$ cat config.mk
export PLATFORM = sky130hd
export DESIGN_NAME = dsi_line_fifo_sched
export DESIGN_NICKNAME = d
export VERILOG_FILES = /design/src/rtl/dsi_line_fifo_sched.sv
export SDC_FILE = /design/constraint.sdc
export NUM_CORES = 1
export LEC_CHECK = 0
export CAP_MARGIN = 10
export CORE_MARGIN = 1
export CORE_UTILIZATION = 40
export DETAILED_ROUTE_END_ITERATION = 12
export PLACE_DENSITY = 0.87
export SKIP_CTS_REPAIR_TIMING = 1
export SYNTH_ARGS = -nofsm -noshare
export SYNTH_HDL_FRONTEND = slang
export SYNTH_SLANG_ARGS = --single-unit
$ cat constraint.sdc
create_clock -name clk -period 5.5 [get_ports clk]
set_clock_uncertainty 0.05 [all_clocks]
set_input_delay 0.55 -clock clk [delete_from_list [all_inputs] [get_ports clk]]
set_output_delay 0.55 -clock clk [all_outputs]
set_load 0.02 [all_outputs]
$ cat src/rtl/dsi_line_fifo_sched.sv
// Line-burst scheduler between the pixel source and the 256x32b DSI line FIFO.
// Writes are pass-through; reads drain exactly LINE_WORDS words per line_req, padding with FILL_WORD on underrun.
module dsi_line_fifo_sched #(
    parameter int                DATA_W      = 32,
    parameter int                DEPTH       = 256,
    parameter int                LVL_W       = 9,
    parameter int                LINE_WORDS  = 240,
    parameter int                START_LEVEL = 64,
    parameter logic [DATA_W-1:0] FILL_WORD   = '0
) (
    input  logic              clk,
    input  logic              rst_n,
    input  logic              src_valid,
    input  logic [DATA_W-1:0] src_data,
    output logic              src_ready,
    input  logic              line_req,
    output logic              out_valid,
    output logic [DATA_W-1:0] out_data,
    output logic              out_last,
    output logic              busy,
    output logic [LVL_W-1:0]  level,
    output logic              underrun,
    output logic              req_drop,
    input  logic              err_clr,
    output logic              fifo_wr_en,
    output logic [DATA_W-1:0] fifo_wr_data,
    input  logic              fifo_wr_full,
    output logic              fifo_rd_en,
    input  logic [DATA_W-1:0] fifo_rd_data,
    input  logic              fifo_rd_empty
);

    // state  | meaning
    // IDLE   | waiting for line_req
    // FILL   | line accepted, waiting for level >= START_LEVEL
    // STREAM | one read slot per cycle, LINE_WORDS slots
    // TAIL   | last word on the output, no slot
    typedef enum logic [1:0] {IDLE, FILL, STREAM, TAIL} state_t;

    localparam logic [LVL_W-1:0] DEPTH_L = LVL_W'(DEPTH);
    localparam logic [LVL_W-1:0] START_L = LVL_W'(START_LEVEL);
    localparam logic [15:0]      LAST_W  = 16'(LINE_WORDS - 1);

    state_t      state, state_nxt;
    logic [15:0] word_cnt, word_cnt_nxt;
    logic        slot, slot_last;
    logic        valid_q, rd_q, last_q;

    assign src_ready    = ~fifo_wr_full;
    assign fifo_wr_en   = src_valid & src_ready;
    assign fifo_wr_data = src_data;

    assign slot       = (state == STREAM);
    assign slot_last  = slot && (word_cnt == LAST_W);
    assign fifo_rd_en = slot & ~fifo_rd_empty;
    assign busy       = (state != IDLE);

    always_comb begin
        state_nxt    = state;
        word_cnt_nxt = word_cnt;
        case (state)
            IDLE:   if (line_req) state_nxt = FILL;
            FILL:   if (level >= START_L) begin
                        state_nxt    = STREAM;
                        word_cnt_nxt = '0;
                    end
            STREAM: begin
                        word_cnt_nxt = word_cnt + 16'd1;
                        if (slot_last) state_nxt = TAIL;
                    end
            TAIL:   state_nxt = IDLE;
            default: state_nxt = IDLE;
        endcase
    end

    always_ff @(posedge clk or negedge rst_n) begin
        if (!rst_n) begin
            state    <= IDLE;
            word_cnt <= '0;
        end else begin
            state    <= state_nxt;
            word_cnt <= word_cnt_nxt;
        end
    end

    // Simultaneous write and read leave the occupancy unchanged.
    always_ff @(posedge clk or negedge rst_n) begin
        if (!rst_n) begin
            level <= '0;
        end else if (fifo_wr_en && !fifo_rd_en && level != DEPTH_L) begin
            level <= level + LVL_W'(1);
        end else if (!fifo_wr_en && fifo_rd_en && level != '0) begin
            level <= level - LVL_W'(1);
        end
    end

    always_ff @(posedge clk or negedge rst_n) begin
        if (!rst_n) begin
            underrun <= 1'b0;
            req_drop <= 1'b0;
        end else begin
            if (slot && fifo_rd_empty) underrun <= 1'b1;
            else if (err_clr)          underrun <= 1'b0;
            if (line_req && state != IDLE) req_drop <= 1'b1;
            else if (err_clr)              req_drop <= 1'b0;
        end
    end

    always_ff @(posedge clk or negedge rst_n) begin
        if (!rst_n) begin
            valid_q <= 1'b0;
            rd_q    <= 1'b0;
            last_q  <= 1'b0;
        end else begin
            valid_q <= slot;
            rd_q    <= fifo_rd_en;
            last_q  <= slot_last;
        end
    end

    // FIFO read data has no output register, so it lines up with the delayed slot strobe.
    assign out_valid = valid_q;
    assign out_last  = last_q;
    assign out_data  = valid_q ? (rd_q ? fifo_rd_data : FILL_WORD) : '0;

endmodule

==> reports/qor.yml <==
grt:
  antenna_found_initial: 0
  grt_pass1_vias: 2146
  grt_first_pass_wirelength_um: 11600
  gr-total-overflow: 0
  grt_start_max_net_pins: 34
  gr-usage-all-layers_pct: 24.3
power_and_ir_drop:
  ir_drop_mv: 0.328
  leakage_nw: 1.43
  power_mw: 1.43
  pwr_density_cell_nw_per_um2: 449
floorplanning:
  initial_utilization_pct: 42.6
  rows: 27
  die_h_um: 79.5
  core-area_um2: 5640
  die-area_um2: 6320
  boundaryPins: 152
  die_w_um: 79.5
critical_path:
  slowest_stage: "a311oi_1"
  criticalPathCategory: "reg2reg"
  crit_buf_inv: 2
  crit_required_ps: 5610
  crit_arrival_ps: 3680
  cp_max_fo: 15
  max_stage_delay_ps: 510
  path_cells: "inv_1 > ha_1 > nor2b_1 > a311oi_1 > inv_1 > ha_1 > nand2b_1 > a21oi_1 > a31oi_1 > o21ai_1 > mux4_2"
  path_delay_family: "compound AO/OA/AOI/OAI gates"
  endpoint_kind: "flip-flop"
  start_kind: "flip-flop"
clocking:
  cts_tree: "done"
  path_clk_slew_ps: 70
  cts_sinks: 32
  cts_buffer_depth: 2
  cts_buffers: 5
  htree_levels: 2
  clock_latency_ps: 290
  cts-root-buf: "clkbuf_8"
sta:
  setup-violations-final: 0
  worstMarginPinSlew_ps: 735
  slew_violations: 0
  timing.hold.ws_ps: 503
  finalHoldViolCount: 0
  slew_headroom_pct: 51.0
  finalSetupTns_ps: 0
  grt_setup_unrepaired: "false"
  fin_crit_ps: 3580
  fmax_mhz: 279
  finalCritPeriodShare_pct: 65.1
yosys:
  ys_seq_area_share_pct: 33.3
  synth_cells: 272
  yosys.area.top_type: "dfrtp_1"
  synth_cell_types: 46
  synth_flop_cell: "dfrtp_1"
  synth_edf_count: 0
  ys_ff_latch: 32
  synth_area_per_cell_um2: 8.83
  synthArstFlopShare_pct: 100
  synth.area.top_cells: "dfrtp_1 (33%), buf_4 (11%), and3_1 (8.9%), ha_1 (6.3%), xor2_1 (4.4%)"
  synth_common_cells: "and3_1 (34), buf_4 (34), dfrtp_1 (32), nand2_1 (21), nor2_1 (16)"
  syn_nets: 356
  synth_warnings: 0
  synth_top_area_share_pct: 33.3
  netlist_area_um2: 2400
drt:
  vias: 2128
  first_pass_iters: 5
  ant_nets: 0
  drt-initial-drc-count: 158
  via_per_inst: 5.36
  drc: 0
  wl_per_cell_um: 18.9
  routed_wl_um: 7480
final_layout:
  drive_gt1_share_pct: 5.85
  fillCellCount: 475
  multiInputGateArea_um2: 1270
  seq_area_um2: 801
  area_growth_pct: 32.6
  nets: 408
  antenna_cells: 0
hold_path:
  hold_class: "reg2reg"
placement:
  io_buffers: 87
  dp_hpwl_um: 5840
  gp_congestion: 0.867
outcome:
  status: "completed"
run:
  cap_violations: 0
==> cell usage in the layout, fill, tap and decap left out, types with 2 or more instances in the layout <==
master,count
nor4_2,2
a31oi_1,2
a22o_1,5
nor2_1,16
dfrtp_1,32
nor3_1,6
clkbuf_8,5
o21ai_0,10
nand2_1,21
and4_1,2
xor2_1,12
a21oi_1,11
nand2b_1,2
nor2b_1,2
clkdlybuf4s50_1,87
and3_1,34
mux2i_1,2
a21o_1,4
ha_1,12
nand4_1,3
nand3_1,6
xnor2_1,3
o21ai_1,9
inv_1,10
nand3b_1,2
and2_1,2
nor4_1,2
==> path summary, 6_finish.rpt <==
kind                                         start                      end  slack (ps)  cells past startpoint
max                           state[0]$_DFFE_PN0P_     level[8]$_DFFE_PN0P_        1920                     11
min                        word_cnt[7]$_DFFE_PN0P_  word_cnt[7]$_DFFE_PN0P_         500                      2
max reg2reg                   state[0]$_DFFE_PN0P_     level[8]$_DFFE_PN0P_        1920                     11
min reg2reg                word_cnt[7]$_DFFE_PN0P_  word_cnt[7]$_DFFE_PN0P_         500                      2
max in group asynchronous                    rst_n     level[2]$_DFFE_PN0P_        4490                      2
min in group asynchronous                    rst_n     state[1]$_DFFE_PN0P_         610                      2
==> cells by family (layout without fill, tap and decap cells) <==
group	after synthesis	in the layout	share of synthesized area (%)
XOR/XNOR	15	15	5.47
multiplexers	5	5	2.86
AO/OA/AOI/OAI	49	49	13.1
AND/OR/NAND/NOR	105	105	24.2
flip-flops	32	32	33.3
buffers and inverters	53	106	14.0
adder cells (fa/ha/maj)	13	13	7.08
==> flip-flops by register name (all words and copies together), names as in the netlist <==
signal     cells
word_cnt      16
level          9
out_valid      1
underrun       1
req_drop       1
out_last       1
state          2
rd_q           1
==> layout make-up <==
| type | instances | share of cell area [%] |
|---|---|---|
| Multi-Input combinational cell | 187 | 39.8 |
| Timing Repair Buffer | 88 | 27.6 |
| Sequential cell | 32 | 25.1 |
| Tap cell | 72 | 2.83 |
| Clock buffer | 5 | 2.16 |
| Clock inverter | 3 | 1.34 |
| Inverter | 10 | 1.18 |
==> report_power, final <==
| group | switching, mW | internal [mW] | total (mW) |
|---|---|---|---|
| Sequential | 0.119 | 0.302 | 0.421 |
| Combinational | 0.425 | 0.355 | 0.780 |
| Clock | 0.0939 | 0.134 | 0.228 |
==> per-layer routing <==
metal | share of wire [%] | global-route usage, % | vias up
met4 | 1.5 | 6.55 | 0
met1 | 40 | 30.9 | 979
met2 | 48 | 40.6 | 112
met3 | 10 | 6.40 | 10
li1 | - | - | 1027
met5 | 0 | 0 | -
==> metrics by stage <==
stage          area (um^2)  utilization (%)  setup slack (ps)  cells
5_1_grt               3180             56.4              1660    397
4_1_cts               3180             56.4              1970    397
3_5_place_dp          3070             54.5              1820    389
6_report              3180             56.4              1920    397
2_1_floorplan         2400                -              2590    272
3_3_place_gp          3070             54.5              2110    389
==> worst reg2reg max path: cells and delay by family (launching register included) <==
family                     cells  cell delay (ps)
muxes                          1              330
buffers and inverters          2              380
adders and majority gates      2              830
DFF                            1              360
and+or+nand+nor                2              380
AOI/OAI and AO/OA              4             1110
No activity file was read; power rests on OpenSTA's default activity.
